===== config.mk =====
export PLATFORM = sky130hd
export DESIGN_NAME = clk_div_multi
export DESIGN_NICKNAME = d
export VERILOG_FILES = /design/src/rtl/clk_div_pkg.sv /design/src/rtl/clk_div_ch.sv /design/src/rtl/clk_div_multi.sv
export SDC_FILE = /design/constraint.sdc
export NUM_CORES = 1
export LEC_CHECK = 0
export ABC_CLOCK_PERIOD_IN_PS = 11450
export BUFFER_PORTS_ARGS = -buffer_cell sky130_fd_sc_hd__buf_2
export CAP_MARGIN = 20
export CORE_UTILIZATION = 63
export DETAILED_ROUTE_END_ITERATION = 12
export PLACE_DENSITY = 0.8
export SKIP_LAST_GASP = 1
export SLEW_MARGIN = 20
export SYNTH_ARGS = -nofsm -noshare
export SYNTH_HDL_FRONTEND = slang
export SYNTH_SLANG_ARGS = --single-unit

===== constraint.sdc =====
create_clock -name clk_in -period 11.45 [get_ports clk_in]
set_clock_uncertainty 0.2 [all_clocks]
set_input_delay 0 -clock clk_in [delete_from_list [all_inputs] [get_ports clk_in]]
set_output_delay 0 -clock clk_in [all_outputs]
set_load 0.01 [all_outputs]

===== src/rtl/clk_div_pkg.sv =====
// rtl/clk_div_pkg.sv - shared defaults and width helper for the multi-channel clock divider
//
// Purpose : default constants for clk_div_multi / clk_div_ch and the
//           channel-select width function.
// Contents: NUM_CH_DEF, CNT_W_DEF, DEF_DIV_DEF, ch_width().

package clk_div_pkg;

  // Number of divider channels (legal range 1..16).
  localparam int NUM_CH_DEF  = 4;
  // Counter / divide-value width.
  localparam int CNT_W_DEF   = 27;
  // Reset terminal count: 1 Hz clk_out from a 100 MHz clk_in.
  localparam int DEF_DIV_DEF = 49_999_999;

  // Width of the channel select field. A single channel still gets one bit,
  // so a write to "channel 1" is representable and can be rejected.
  function automatic int ch_width(input int n);
    return (n <= 1) ? 1 : $clog2(n);
  endfunction

endpackage


===== src/rtl/clk_div_ch.sv =====
// rtl/clk_div_ch.sv - one independent divider channel with shadowed divide value
//
// Purpose : counts clk_in cycles up to act_div, emits a one-cycle tick at
//           each terminal count and toggles clk_out. A new divide value is
//           held in a shadow register and only takes effect at a terminal
//           count (or at once while the channel is disabled), so a running
//           period is never cut short.
// Optional: CLK_DIV_DUTY_EN adds a shadowed duty compare and pwm_out.
//
// Ports   :
//   clk_in      in   divider clock
//   rst         in   asynchronous active-high reset (already deassert-synchronised)
//   en          in   run enable; low holds counter and outputs at 0
//   wr          in   one-cycle write strobe for this channel
//   wr_div      in   CNT_W new terminal count
//   wr_duty     in   CNT_W new duty compare (CLK_DIV_DUTY_EN only)
//   tick        out  one-cycle pulse after each terminal count
//   clk_out     out  divided clock, toggles with each tick
//   cfg_pending out  shadow value waiting to be applied
//   pwm_out     out  high while count < act_duty (CLK_DIV_DUTY_EN only)

module clk_div_ch
  import clk_div_pkg::*;
#(
  parameter int CNT_W   = CNT_W_DEF,
  parameter int DEF_DIV = DEF_DIV_DEF
) (
  input  logic             clk_in,
  input  logic             rst,
  input  logic             en,
  input  logic             wr,
  input  logic [CNT_W-1:0] wr_div,
`ifdef CLK_DIV_DUTY_EN
  input  logic [CNT_W-1:0] wr_duty,
  output logic             pwm_out,
`endif
  output logic             tick,
  output logic             clk_out,
  output logic             cfg_pending
);

  localparam logic [CNT_W-1:0] RST_DIV = CNT_W'(DEF_DIV);

  logic [CNT_W-1:0] count;
  logic [CNT_W-1:0] act_div;
  logic [CNT_W-1:0] shd_div;

  logic term;      // this cycle is the terminal count of a running channel
  logic take_wr;   // write coincides with terminal count: apply write data directly
  logic take_shd;  // apply the shadow (terminal count, or channel idle)

  always_comb begin
    term     = en && (count == act_div);
    take_wr  = term && wr;
    take_shd = (term || !en) && cfg_pending && !take_wr;
  end

  // Divide-value shadowing. A write landing on the terminal count is applied
  // right there and never shows as pending. When the shadow is applied while
  // a new write arrives on an idle channel, that write stays pending and is
  // applied on the following cycle.
  always_ff @(posedge clk_in or posedge rst) begin
    if (rst) begin
      act_div     <= RST_DIV;
      shd_div     <= RST_DIV;
      cfg_pending <= 1'b0;
    end else begin
      if (wr) begin
        shd_div <= wr_div;
      end
      if (take_wr) begin
        act_div     <= wr_div;
        cfg_pending <= 1'b0;
      end else if (take_shd) begin
        act_div     <= shd_div;
        cfg_pending <= wr;
      end else if (wr) begin
        cfg_pending <= 1'b1;
      end
    end
  end

  // Counter and outputs. With act_div == 0 every cycle is a terminal count,
  // so tick stays high and clk_out toggles every cycle.
  always_ff @(posedge clk_in or posedge rst) begin
    if (rst) begin
      count   <= '0;
      tick    <= 1'b0;
      clk_out <= 1'b0;
    end else if (!en) begin
      count   <= '0;
      tick    <= 1'b0;
      clk_out <= 1'b0;
    end else if (term) begin
      count   <= '0;
      tick    <= 1'b1;
      clk_out <= ~clk_out;
    end else begin
      count   <= count + 1'b1;
      tick    <= 1'b0;
    end
  end

`ifdef CLK_DIV_DUTY_EN
  localparam logic [CNT_W-1:0] RST_DUTY = CNT_W'((DEF_DIV + 1) / 2);

  logic [CNT_W-1:0] act_duty;
  logic [CNT_W-1:0] shd_duty;

  // Duty compare follows exactly the same apply points as the divide value.
  // act_duty > act_div keeps pwm_out high; act_duty == 0 keeps it low.
  always_ff @(posedge clk_in or posedge rst) begin
    if (rst) begin
      act_duty <= RST_DUTY;
      shd_duty <= RST_DUTY;
      pwm_out  <= 1'b0;
    end else begin
      if (wr) begin
        shd_duty <= wr_duty;
      end
      if (take_wr) begin
        act_duty <= wr_duty;
      end else if (take_shd) begin
        act_duty <= shd_duty;
      end
      pwm_out <= en && (count < act_duty);
    end
  end
`endif

endmodule


===== src/rtl/clk_div_multi.sv =====
// rtl/clk_div_multi.sv - multi-channel programmable clock divider top level
//
// Purpose : reset-deassertion synchroniser and configuration write decode
//           around NUM_CH clk_div_ch channels.
// Optional: define CLK_DIV_DUTY_EN to add cfg_duty / pwm_out.
//
// Ports   :
//   clk_in      in   sole clock, 100 MHz nominal
//   rst         in   asynchronous active-high reset
//   ch_en       in   NUM_CH per-channel run enable
//   cfg_wr      in   one-cycle write strobe
//   cfg_ch      in   CH_W target channel (out-of-range writes are dropped)
//   cfg_div     in   CNT_W new terminal count
//   cfg_duty    in   CNT_W new duty compare (CLK_DIV_DUTY_EN only)
//   tick        out  NUM_CH one-cycle terminal-count pulses
//   clk_out     out  NUM_CH divided clocks
//   cfg_pending out  NUM_CH shadow value waiting per channel
//   pwm_out     out  NUM_CH duty outputs (CLK_DIV_DUTY_EN only)

module clk_div_multi
  import clk_div_pkg::*;
#(
  parameter int NUM_CH  = NUM_CH_DEF,
  parameter int CNT_W   = CNT_W_DEF,
  parameter int DEF_DIV = DEF_DIV_DEF
) (
  input  logic                          clk_in,
  input  logic                          rst,
  input  logic [NUM_CH-1:0]             ch_en,
  input  logic                          cfg_wr,
  input  logic [ch_width(NUM_CH)-1:0]   cfg_ch,
  input  logic [CNT_W-1:0]              cfg_div,
`ifdef CLK_DIV_DUTY_EN
  input  logic [CNT_W-1:0]              cfg_duty,
  output logic [NUM_CH-1:0]             pwm_out,
`endif
  output logic [NUM_CH-1:0]             tick,
  output logic [NUM_CH-1:0]             clk_out,
  output logic [NUM_CH-1:0]             cfg_pending
);

  // Reset asserts everywhere immediately; release is retimed through two
  // flops so every channel leaves reset on the same clk_in edge.
  logic rst_meta;
  logic rst_sync;

  always_ff @(posedge clk_in or posedge rst) begin
    if (rst) begin
      rst_meta <= 1'b1;
      rst_sync <= 1'b1;
    end else begin
      rst_meta <= 1'b0;
      rst_sync <= rst_meta;
    end
  end

  // One-hot write decode; a cfg_ch beyond the last channel matches nothing.
  logic [NUM_CH-1:0] ch_wr;

  always_comb begin
    ch_wr = '0;
    for (int i = 0; i < NUM_CH; i++) begin
      if (cfg_wr && (int'(cfg_ch) == i)) begin
        ch_wr[i] = 1'b1;
      end
    end
  end

  for (genvar g = 0; g < NUM_CH; g++) begin : g_ch
    clk_div_ch #(
      .CNT_W   (CNT_W),
      .DEF_DIV (DEF_DIV)
    ) u_ch (
      .clk_in      (clk_in),
      .rst         (rst_sync),
      .en          (ch_en[g]),
      .wr          (ch_wr[g]),
      .wr_div      (cfg_div),
`ifdef CLK_DIV_DUTY_EN
      .wr_duty     (cfg_duty),
      .pwm_out     (pwm_out[g]),
`endif
      .tick        (tick[g]),
      .clk_out     (clk_out[g]),
      .cfg_pending (cfg_pending[g])
    );
  end

endmodule


# Word level (Yosys, flattened, before mapping)
# Index checks and enable logic that the tools add are counted.
[totals] wordCells=134 regBits=338 out_inout_bits=12
[op_classes] reduce_logical=41 n_eq_ne=11 add_sub_neg=4 mux=48 n_bitwise=4
[ops] op="$mux 27" n=16
[ops] op="$add 27x1->27 const B" n=4
[ops] op="$eq 27x27->1" n=4
[ops] op="$mux 1" n=32
[ops] op="$logic_and 1x1->1" n=20
[ops] op="$reduce_bool 3->1" n=4
[ops] op="$logic_not 1->1" n=8
[ops] op="$ne 2x1->1 const B" n=4
[ops] op="$reduce_bool 2->1" n=4
[ops] op="$eq 2x2->1 const B" n=2
[ops] op="$logic_or 1x1->1" n=4
[ops] op="$not 1->1" n=4
[ops] op="$eq 2x1->1 const B" n=1
[ops] op="$logic_not 2->1" n=1

# Depth between registers and ports, before layout
# Gate-level depths: netlist of the first run.
[depth] word_depth=8 mapped_depth=9 mapped_depth_nobuf=7

# Modules after synthesis
# Synthesis of the first run repeated with hierarchy kept, for this count alone.
[unflattened] cells_unflattened=1636 hier_area_um2=18119.9
[by_module_without_submodules] module="clk_div_ch" cells_per_inst=407 instances=4 seq_area_each_um2=2147.1 area_each_um2=4505.6
[by_module_without_submodules] module="clk_div_multi" cells_per_inst=8 instances=1 seq_area_each_um2=52.6 area_each_um2=97.6

# Worst setup path after synthesis of the first run
# No wires, ideal clock.
[synth_path] kind="reg2reg" start="reg g_ch[3].u_ch.act_div[17]" end="reg g_ch[3].u_ch.act_div[10]" synth_period_minus_slack_ns=2.738 setup_slack_ns=8.712 t_arrival_ns=2.410 stages_incl_launch_ff=8 cell_sequence="dfstp_2 xor2_1 nor4_1 nand4_2 nor4_4 buf_6 mux2_1 mux2_1"
[synth_via] elab_chain_cells=6
[synth_rtl] element="from (decl)" line_no="clk_div_ch.sv:45" text="logic [CNT_W-1:0] act_div;"
[synth_rtl] element="from (signal assigned)" line_no="clk_div_ch.sv:72" text="act_div <= wr_div;"
[synth_rtl] element="from (signal assigned)" line_no="clk_div_ch.sv:75" text="act_div <= shd_div;"
[synth_rtl] element="$eq 27x27->1 *" line_no="clk_div_ch.sv:53" text="term = en && (count == act_div);"
[synth_rtl] element="$logic_and 1x1->1 *" line_no="clk_div_ch.sv:53"
[synth_rtl] element="$logic_or 1x1->1 or $logic_and 1x1->1 (tied branches)" line_no="clk_div_ch.sv:55, clk_div_ch.sv:54"
[synth_rtl] element="$logic_and 1x1->1 or $logic_not 1->1 (tied branches)" line_no="clk_div_ch.sv:55" text="take_shd = (term || !en) && cfg_pending && !take_wr;"
[synth_rtl] element="$logic_and 1x1->1" line_no="clk_div_ch.sv:55"
[synth_rtl] element="$reduce_bool 2->1 (no source line)"
# Mark *: on every way between the ends. The rest lies on a longest branch, timed or not.
# A chain may end at the register's enable or synchronous reset.

# Worst setup path after layout of the first run
[layout_path] start="reg g_ch[3].u_ch.count[9]" end="reg g_ch[3].u_ch.act_div[14]"
[layout_via] elab_chain_cells=6
[layout_rtl] element="from (decl)" line_no="clk_div_ch.sv:44" text="logic [CNT_W-1:0] count;"
[layout_rtl] element="from (signal assigned)" line_no="clk_div_ch.sv:99" text="count <= count + 1'b1;"
[layout_rtl] element="$eq 27x27->1 *" line_no="clk_div_ch.sv:53"
[layout_rtl] element="$logic_and 1x1->1 *" line_no="clk_div_ch.sv:53"
[layout_rtl] element="$logic_or 1x1->1 or $logic_and 1x1->1 (tied branches)" line_no="clk_div_ch.sv:55, clk_div_ch.sv:54"
[layout_rtl] element="$logic_and 1x1->1 or $logic_not 1->1 (tied branches)" line_no="clk_div_ch.sv:55"
[layout_rtl] element="$logic_and 1x1->1" line_no="clk_div_ch.sv:55"
[layout_rtl] element="$reduce_bool 2->1 (no source line)"
# Marked as above.

==> results of run 1 <==
[metal layers]
metal	routed length [um]	track usage, %
met5	0	0
met3	3510	4.88
met1	19600	43.7
met4	1770	12.7
met2	22600	53.0
[stage by stage]
step / std cells / power (uW) / cell area, um2
2_1_floorplan: 1832 / 1940 / 18300
3_3_place_gp: 2146 / 2070 / 18700
3_5_place_dp: 2146 / 2100 / 18700
4_1_cts: 2255 / 3330 / 20300
5_1_grt: 2258 / 3460 / 20300
6_report: 2258 / 3340 / 20300
[registers in the layout (all words and copies together), names as in the netlist]
name,count
rst_sync,1
g_ch.u_ch.act_div,108
g_ch.u_ch.tick,4
rst_meta,1
g_ch.u_ch.clk_out,4
g_ch.u_ch.count,108
g_ch.u_ch.shd_div,108
g_ch.u_ch.cfg_pending,4
[power by group]
| group | internal, uW | leakage (uW) | switching, uW |
|---|---|---|---|
| Sequential | 1430 | 0.00400 | 153 |
| Clock | 723 | 0.000622 | 503 |
| Combinational | 260 | 0.00352 | 264 |
| Total | 2420 | 0.00814 | 920 |
[cells in the mapped netlist (17+ instances only)]
cell | instances | area (um2)
nor2_1 | 221 | 830
dfrtp_1 | 192 | 4800
a31oi_1 | 162 | 1010
dfstp_2 | 146 | 3840
nand2_1 | 144 | 541
mux2_2 | 132 | 1490
xnor2_1 | 120 | 1050
clkbuf_1 | 109 | 409
xor2_1 | 92 | 806
nor2b_1 | 91 | 569
a21oi_1 | 85 | 425
a41oi_1 | 81 | 709
nand4_1 | 51 | 319
nand3_1 | 44 | 220
mux2_1 | 20 | 225
and4_1 | 17 | 149
[worst paths after layout]
kind,to,depth (start not counted),from
max reg2reg,g_ch[3].u_ch.act_div[14],7,g_ch[3].u_ch.count[9]
max in group asynchronous,g_ch[3].u_ch.count[21],3,rst_sync
max,g_ch[3].u_ch.act_div[14],7,g_ch[3].u_ch.count[9]
min reg2reg,rst_sync,0,rst_meta
min,rst_sync,0,rst_meta
min in group asynchronous,g_ch[0].u_ch.count[5],1,rst_sync
[critical path, cell delays in order (launching register included)]
cell           delay (ns)
dfrtp_1              0.44
xor2_1               0.19
nor4_1               0.46
nand4_2              0.31
nor2_1               0.93
nand2_1              0.60
a2bb2oi_1            0.28
dlygate4sd3_1        0.57
[cells by family (layout without fill, tap and decap cells)]
group / Yosys count / after routing
AND/OR/NAND/NOR: 621 / 621
AO/OA/AOI/OAI: 350 / 350
flip-flops: 338 / 338
XOR/XNOR: 212 / 212
buffers and inverters: 154 / 196
multiplexers: 152 / 152
adder cells (fa/ha/maj): 4 / 4
other: 1 / 1
[final cells by class]
| type | count | area (um2) |
|---|---|---|
| Multi-Input combinational cell | 1340 | 9060 |
| Sequential cell | 338 | 8640 |
| Fill cell | 2033 | 8280 |
| Clock buffer | 54 | 1110 |
| Timing Repair Buffer | 111 | 848 |
| Tap cell | 384 | 480 |
| Clock inverter | 15 | 131 |
| Inverter | 16 | 67.6 |
==> summary.txt, run 1 <==
Status
  – Run status: complete, no violations

Global route
  – Total track usage: between 30 and 40%
  – Vias in the first global route: roughly 14,000
  – GRT Residual Overflow: 0
  – Wire length of the first global-routing pass: between 70 and 80 mm
  – Antenna violations before repair: 1
  – Largest net degree at the start of global routing: 130

Placement
  – Dpl ws: between 7 and 8 ns
  – Port bufs: 47
  – Detailed Place HPWL: around 28 mm
  – GPL Wtd Cong: between 0.8 and 0.9

Clocking
  – Worst-path clk slew: around 0.060 ns
  – Hold buffers post-CTS: 40
  – Clock buffer count from CTS: 38
  – CTS max path bufs: 3
  – Setup bufs post-CTS: 0
  – Clock sink total: between 300 and 400
  – Resized cells post-CTS: 0
  – H-Tree Depth: 2
  – Clock latency on the worst-skew pair: roughly 0.53 ns
  – Clk root buf: clkbuf_16
  – CTS tree: done

Power and ir drop
  – Worst vdd ir: between 0.0001 and 0.00015 V
  – Leakage dissipation: roughly 0.0081 uW
  – PD cells: roughly 160 mW/mm2

Detailed routing
  – WL final: 47.5 mm
  – Total number of vias: 14,600
  – Remaining DRCs: 0
  – ANT nets after route: 0
  – Total iterations of the first detailed-routing run: 5
  – Initial DRC Count: 1,574
  – Via density: 6.46
  – WL/cell: roughly 21 um

Yosys
  – Largest family of logic cells by synthesized area: simple AND/OR/NAND/NOR gates
  – FF+latch count, synth: between 300 and 400
  – Syn. warnings: 0
  – Post-synthesis adder-cell area fraction: less than 1%
  – Synth Flop Type: dfrtp_1
  – Asr flop ratio synth: 100%
  – Xor/xnor cell area share of the yosys netlist: around a tenth
  – Post-synth cell types: 43
  – Gate Count Post-Synth: between 1,500 and 2,000
  – Syn_nets: 1,872
  – Compound-cell area share of the yosys netlist: 12.8%
  – Post-synth design cell area: ~0.018 mm2
  – Synth Area in Simple Gates: between 10% and 20%
  – Sequential element share of the synthesized area: 47.2%
  – Number of flops mapped to enable cells by yosys: 0
  – Syn_area_per_cell: around 10 um2
  – Post-synthesis mux area share: 9.35%

Run
  – Max-cap violations: 0

Timing
  – Slew at the pin closest to its max-slew limit: 1.12 ns
  – Period utilisation layout: 35.5%
  – Hold slack: 0.157 ns
  – Final-report max-slew violation count: 0
  – Setup_tns: 0 ns
  – Setup violators final: 0
  – Final Hold Viols: 0
  – Max-slew headroom: around a quarter
  – Time the worst path needs with I/O delays and setup: ~4.1 ns
  – RSZ-0062 raised after global routing: false
  – PnR worst setup slack: 7.39 ns
  – Highest Clock Rate: 246 MHz

Finish
  – Diodes inserted: 0
  – Area grow syn2layout: 11.2%
  – Layout cells sized above 1: between 20% and 30%
  – Util after Layout: 71.1%
  – Most common cell after layout, fill and taps aside: nor2_1
  – Commonest cells after routing, fill and taps aside: 221 x nor2_1, 189 x dfrtp_1, 162 x a31oi_1, 146 x dfstp_2, 144 x nand2_1
  – Nets@finish: 1,885

Floorplan
  – Die Height: around 170 um
  – IO Pins: 48
  – Row count: 62
  – Die Area: between 0.02 and 0.03 mm2
  – Initial core utilization: a little under two thirds
  – Die X: around 170 um
  – Core area: roughly 0.029 mm2

Critical path
  – Crit Path Class: reg -> reg
  – CP Data Arrival Time: between 4 and 5 ns
  – Worst-path fanout max: 12
  – Worst setup EP type: flip-flop
  – R2r setup slk: ~7.4 ns
  – Startpoint types: flip-flop
  – CP Data Required Time: between 10 and 15 ns

Min path
  – Min-delay worst type: reg -> reg
Note: power is estimated with default switching activity, not from simulation.
==> inputs of run 2 (changes only) <==
Settings changed: ABC_CLOCK_PERIOD_IN_PS 11450 to 3350, CORE_UTILIZATION 63 to 57, PLACE_DENSITY 0.8 to 0.77.
Clock period 11.45 ns to 3.35 ns, I/O delays scaled along.
==> run 2 against run 1 <==
  * Via count decreased by 0.19%
  * Worst setup slack lost 7.1 ns
  * Cell count rose by 1.8%
  * Sequential power rose to 3.4 times the previous value
  * Non-clock buffer count rose by 21
  * Die area grew 10%
  * Routed wire length shrank 0.23%
  * Critical path depth up 1
  * Combinational power increased to 3.4 times the previous value
  * Final area is 1.3% higher
  * Critical path type unchanged
  * Largest cell class unchanged
==> summary.txt, run 2 (synthesis gave the netlist of run 1 again) <==
Run
  – Max-cap violations: 0

Global route
  – Antenna violations before repair: 0
  – GRT Residual Overflow: 0
  – Wire length of the first global-routing pass: 76.5 mm
  – Total track usage: between 20% and 30%
  – Largest net degree at the start of global routing: approximately 140
  – Busiest grt layer: met2
  – Grt met2 use: between 40% and 50%
  – Vias in the first global route: approximately 14,000
  – Met3 GRT Util: under 10%
  – Grt met1 use: around two fifths

Critical path
  – CP Data Required Time: 3.60 ns
  – Largest delay contributor family on the critical path: simple AND/OR/NAND/NOR gates
  – Crit Path Class: reg -> reg
  – Worst setup EP type: flip-flop
  – Worst-path fanout max: 10
  – WP depth: 8
  – CP Data Arrival Time: between 3 and 4 ns
  – Worst Path Buf+Inv: 2
  – Startpoint types: flip-flop
  – R2r setup slk: about 0.28 ns
  – Worst r2r src: g_ch[3].u_ch.count[7]
  – Crit. Startpoint: g_ch[3].u_ch.count[7]
  – Worst setup path end: g_ch[3].u_ch.act_div[13]
  – Slowest CP cell: dlygate4sd3_1
  – Worst Reg-to-Reg Cells: 8
  – Max incr delay on CP: about 0.56 ns
  – CP cell instances: xor2_1 -> nor4_1 -> nand4_2 -> nor2_1 -> buf_4 -> nand2_1 -> a2bb2oi_1 -> dlygate4sd3_1
  – R2r endpoint: g_ch[3].u_ch.act_div[13]

Clocking
  – H-Tree Depth: 2
  – Clock latency on the worst-skew pair: between 0.5 and 0.6 ns
  – CTS tree: done
  – Clock buffer count from CTS: 38
  – Clock sink total: approximately 340
  – Worst-path clk slew: approximately 0.060 ns
  – Resized cells post-CTS: 0
  – Clk root buf: clkbuf_16
  – CTS max path bufs: 3

Timing
  – Period utilisation layout: between 90% and 100%
  – Final-report max-slew violation count: 0
  – Time the worst path needs with I/O delays and setup: 3.07 ns
  – RSZ-0062 raised after global routing: false
  – Max-slew headroom: between 20 and 30%
  – Highest Clock Rate: about 330 MHz
  – Slew at the pin closest to its max-slew limit: about 1.1 ns
  – Final Hold Viols: 0
  – Setup violators final: 0
  – Setup_tns: 0 ns
  – PnR worst setup slack: about 0.28 ns

Detailed routing
  – Initial DRC Count: around 1,200
  – Via density: 6.33
  – WL/cell: roughly 21 um
  – Remaining DRCs: 0
  – WL final: around 47 mm
  – ANT nets after route: 0
  – Total iterations of the first detailed-routing run: 5
  – Total number of vias: roughly 15,000

Floorplan
  – Core area: 0.0316 mm2
  – Row count: 65
  – Die X: roughly 180 um
  – Initial core utilization: between 50% and 60%
  – Die Height: approximately 180 um
  – IO Pins: 48
  – Die Area: about 0.033 mm2

Finish
  – Commonest cells after routing, fill and taps aside: 221 x nor2_1, 189 x dfrtp_1, 162 x a31oi_1, 146 x dfstp_2, 144 x nand2_1
  – Util after Layout: 65.4%
  – Nets@finish: 1,906
  – Area grow syn2layout: 12.7%
  – Layout cells sized above 1: between 20% and 30%
  – Leading registers by flop count: g_ch.u_ch.act_div: 108 flops, g_ch.u_ch.count: 108 flops, g_ch.u_ch.shd_div: 108 flops
  – Most common cell after layout, fill and taps aside: nor2_1

Placement
  – Detailed Place HPWL: 29.4 mm
  – Dpl ws: between 0.5 and 0.6 ns
  – GPL Wtd Cong: 0.904
  – Port bufs: 47

Min path
  – Worst hold path startpoint: rst_meta
  – Min-delay worst type: reg -> reg

Status
  – Run status: complete, no violations

Power and ir drop
  – Leakage dissipation: approximately 0.0083 uW
  – Overall power: around 12,000 uW
  – Worst vdd ir: 0.000322 V
  – PD cells: 566 mW/mm2
## run 2: cell count changes in the layout (fill, tap and decap cells not counted), sizes merged
cell / previous run / this run
bufinv: 2 / 5
diode: 0 / 1
inv: 17 / 15
clkbuf: 54 / 57
dlygate4sd3: 40 / 38
buf: 71 / 94
clkinvlp: 1 / 2
clkinv: 11 / 7
## run 2: timing repair
item	4_1_cts	5_1_grt
buffers inserted	0	0
setup endpoints to repair	0	0
endpoints found under the hold margin	266	0
hold buffers	38	0
## run 2: worst min-delay path by stage
stage,endpoint,slack [ns],cells after the start
2_1_floorplan,rst_meta,-0.29,1
3_3_place_gp,rst_meta,-0.18,2
3_5_place_dp,rst_meta,-0.18,2
4_1_cts,g_ch[2].u_ch.act_div[15],0.15,4
5_1_grt,rst_sync,0.16,0
6_report,rst_sync,0.16,0
## run 2: per-layer routing
metal  vias up  wire [um]  share of wire, %
li1       6611          -                 -
met1      7227      20000                42
met2       598      22300                47
met4         0       1810               3.8
met5         -          0                 0
met3       120       3300               7.0
## run 2: cell type report
cell class              instances  area [um2]
fillers                      2455       10900
inverters                      16        63.8
clock buffers                  57        1150
clock inverters                13         193
multi-input cells            1340        9060
diodes                          1        2.50
well taps                     402         503
flip-flops and latches        338        8640
repair buffers                132        1010
## run 2: stage by stage
| stage | hold slack, ns | std cells | cell area [um2] |
|---|---|---|---|
| detailed placement | -0.177 | 2190 | 18900 |
| floorplan | -0.289 | 1832 | 18300 |
| finish | 0.158 | 2299 | 20600 |
| global route | 0.159 | 2298 | 20600 |
| CTS | 0.151 | 2298 | 20600 |
| global placement | -0.177 | 2190 | 18900 |
## run 2: report_power, final
part / total [uW] / internal (uW) / switching [uW]
Combinational: 1800 / 902 / 895
Sequential: 5410 / 4900 / 518
Clock: 4450 / 2750 / 1700
Total: 11700 / 8550 / 3110
==> inputs of run 3 (changes only) <==
Settings changed: CTS_BUF_LIST from default to sky130_fd_sc_hd__clkbuf_4 sky130_fd_sc_hd__clkbuf_8 sky130_fd_sc_hd__clkbuf_16, PLACE_DENSITY 0.77 to 0.73, SYNTH_HIERARCHICAL from default to 1.
==> run 3 against run 2 <==
  * Critical endpoint is now g_ch[0].u_ch/act_div[1]
  * Non-clock buffer count down 12
  * Synthesized cell count shrank 11%
  * Critical path type unchanged
  * Die area fell by 1.0%
  * Flip-flop and latch count stayed put
==> summary.txt, run 3 <==
Yosys
  – Gate Count Post-Synth: between 1,500 and 2,000
  – Post-synth cell types: 34
  – Syn_area_per_cell: approximately 11 um2
  – Number of flops mapped to enable cells by yosys: 0
  – Top cell type's share of synthesized area: about a quarter
  – Compound-cell area share of the yosys netlist: under 10%
  – Post-synthesis mux area share: roughly 25%
  – Xor/xnor cell area share of the yosys netlist: 10.1%
  – Post-synthesis adder-cell area fraction: less than 1%
  – Area contributors post-synth: dfrtp_1 27%, dfstp_2 21%, mux2i_1 18%
  – Asr flop ratio synth: between 90% and 100%
  – Synth Flop Type: dfrtp_1
  – FF+latch count, synth: 338
  – Synth Area in Simple Gates: between 10% and 20%
  – Syn_nets: 1,676
  – Top cells by count, synth: 328 x mux2i_1, 192 x dfrtp_1, 184 x xor2_1, 146 x dfstp_2, 140 x nand2_1
  – Post-synth design cell area: roughly 0.018 mm2
  – Largest family of logic cells by synthesized area: multiplexers
  – Syn. warnings: 6
  – Top-count cell post-synth: mux2i_1
  – Sequential element share of the synthesized area: between 40% and 50%
  – Post-synth top area cell: dfrtp_1

Critical path
  – R2r setup slk: between 0.5 and 0.6 ns
  – Slowest CP cell: or2_1
  – Worst r2r src: g_ch[0].u_ch/count[11]
  – CP cell instances: xor2_1 -> nor4_1 -> nand4_1 -> or2_1 -> buf_4 -> mux2i_1
  – Startpoint types: flip-flop
  – Worst Reg-to-Reg Cells: 6
  – CP Data Arrival Time: around 3.1 ns
  – Max incr delay on CP: around 0.66 ns
  – Worst-path fanout max: 18
  – R2r endpoint: g_ch[0].u_ch/act_div[1]
  – Worst setup EP type: flip-flop
  – CP Data Required Time: about 3.6 ns
  – Crit Path Class: reg -> reg

Detailed routing
  – ANT nets after route: 0
  – Total iterations of the first detailed-routing run: 5
  – Total number of vias: ~13,000
  – Via density: roughly 5.9
  – Initial DRC Count: about 740
  – Remaining DRCs: 0
  – WL final: approximately 43 mm
  – WL/cell: around 20 um

Floorplan
  – Die Height: roughly 180 um
  – IO Pins: between 40 and 50
  – Die X: 180 um
  – Die Area: approximately 0.033 mm2
  – Initial core utilization: 58.6%
  – Row count: between 60 and 70
  – Core area: just over 0.03 mm2

Power and ir drop
  – PD cells: slightly above 600 mW/mm2
  – Worst vdd ir: ~0.00043 V
  – Leakage dissipation: roughly 0.0094 uW

Min path
  – Worst hold path startpoint: cfg_ch[0]
  – Min-delay worst type: in -> reg
  – Hold Crit Depth: 4
  – Min-Delay Endpoint: g_ch[0].u_ch/shd_div[2]

Timing
  – Setup violators final: 0
  – Final-report max-slew violation count: 0
  – RSZ-0062 raised after global routing: false
  – Final Hold Viols: 0
  – Slew at the pin closest to its max-slew limit: 1.09 ns
  – Max-slew headroom: a little over a quarter
  – Highest Clock Rate: approximately 350 MHz
  – PnR worst setup slack: 0.525 ns
  – Setup_tns: 0 ns
  – Hold slack: about 0.016 ns
  – Period utilisation layout: 84.3%
  – Time the worst path needs with I/O delays and setup: between 2 and 3 ns

Placement
  – DP Area: 0.0188 mm2
  – GPL Wtd Cong: slightly above 0.8
  – Detailed Place HPWL: between 20 and 30 mm
  – Dpl ws: between 0.6 and 0.7 ns
  – Port bufs: 47

Status
  – Run status: complete, no violations

Finish
  – Diodes inserted: 0
  – Area grow syn2layout: 12.4%
  – Nets@finish: around 1,700
  – Layout cells sized above 1: about a quarter
  – Leading registers by flop count: g_ch.u_ch/act_div: 108 flops, g_ch.u_ch/count: 108 flops, g_ch.u_ch/shd_div: 108 flops
  – Post-route cell area: approximately 0.020 mm2
  – Commonest cells after routing, fill and taps aside: 328 x mux2i_1, 192 x dfrtp_1, 184 x xor2_1, 146 x dfstp_2, 140 x nand2_1
  – Most common cell after layout, fill and taps aside: mux2i_1

Global route
  – Total track usage: between 20% and 30%
  – GRT Residual Overflow: 0
  – Wire length of the first global-routing pass: roughly 70 mm
  – Antenna violations before repair: 0
  – Vias in the first global route: roughly 13,000
  – Largest net degree at the start of global routing: between 50 and 60

Clocking
  – H-Tree Depth: 2
  – CTS max path bufs: 3
  – Clock sink total: roughly 340
  – Worst-path clk slew: approximately 0.06 ns
  – Clock buffer count from CTS: 37
  – Resized cells post-CTS: 0
  – Clock latency on the worst-skew pair: 0.52 ns
  – CTS tree: done
  – Clk root buf: clkbuf_16

Run
  – Max-cap violations: 0
-- run 3: cells by family after synthesis --
family	Yosys count
XOR/XNOR	208
multiplexers	436
buffers and inverters	97
flip-flops	338
other	1
AND/OR/NAND/NOR	432
adder cells (fa/ha/maj)	4
AO/OA/AOI/OAI	120
-- run 3: layer usage --
layer	vias up	global-route usage [%]	routed length [um]
met2	239	45.1	20700
met4	0	7.08	947
met5	-	0	0
met3	64	3.23	1870
li1	5834	-	-
met1	6400	37.4	19600
-- run 3: final cells by class --
cell class                      count  area [um2]
Inverter                            9        38.8
Sequential cell                   338        8640
Clock buffer                       63        1200
Clock inverter                      5        53.8
Fill cell                        2379       10500
Multi-Input combinational cell   1201        9040
Tap cell                          396         495
Timing Repair Buffer              120         896
-- run 3: how the worst max path moves through the flow --
stage                                 startpoint                        to  slack, ns  depth (start not counted)
after floorplan                         rst_sync  g_ch[0].u_ch/act_div[10]       0.68                          1
after global placement    g_ch[0].u_ch/count[11]  g_ch[0].u_ch/act_div[24]       0.66                          6
after detailed placement  g_ch[0].u_ch/count[11]   g_ch[0].u_ch/act_div[1]       0.61                          6
after CTS                 g_ch[0].u_ch/count[11]   g_ch[0].u_ch/act_div[1]       0.54                          6
after global routing      g_ch[0].u_ch/count[11]   g_ch[0].u_ch/act_div[1]       0.30                          6
final                     g_ch[0].u_ch/count[11]   g_ch[0].u_ch/act_div[1]       0.53                          6
-- run 3: through the flow --
step / util (%) / instances / total power (uW)
6_report: 65.9 / 2132 / 12700
5_1_grt: 65.9 / 2132 / 13400
4_1_cts: 65.9 / 2132 / 12800
3_5_place_dp: 60.7 / 2029 / 8550
3_3_place_gp: 60.7 / 2029 / 8360
2_1_floorplan: - / 1636 / 7800
-- run 3: repair_timing --
action / 4_1_cts / 5_1_grt
buffers inserted: 0 / 0
hold buffers: 35 / 0
endpoints found under the hold margin: 338 / 0
-- run 3: where the power goes --
part	total (uW)	switching [uW]	internal (uW)
Sequential	6010	771	5240
Combinational	2550	1260	1290
Clock	4140	1620	2520
Total	12700	3640	9050
-- run 3: worst max-delay path: cells and delay by family, from the launching register on --
kind | cells | cell delay [ns]
flops | 1 | 0.44
xor+xnor | 1 | 0.17
buf+inv | 1 | 0.40
mux | 1 | 0.19
simple gates | 3 | 1.34
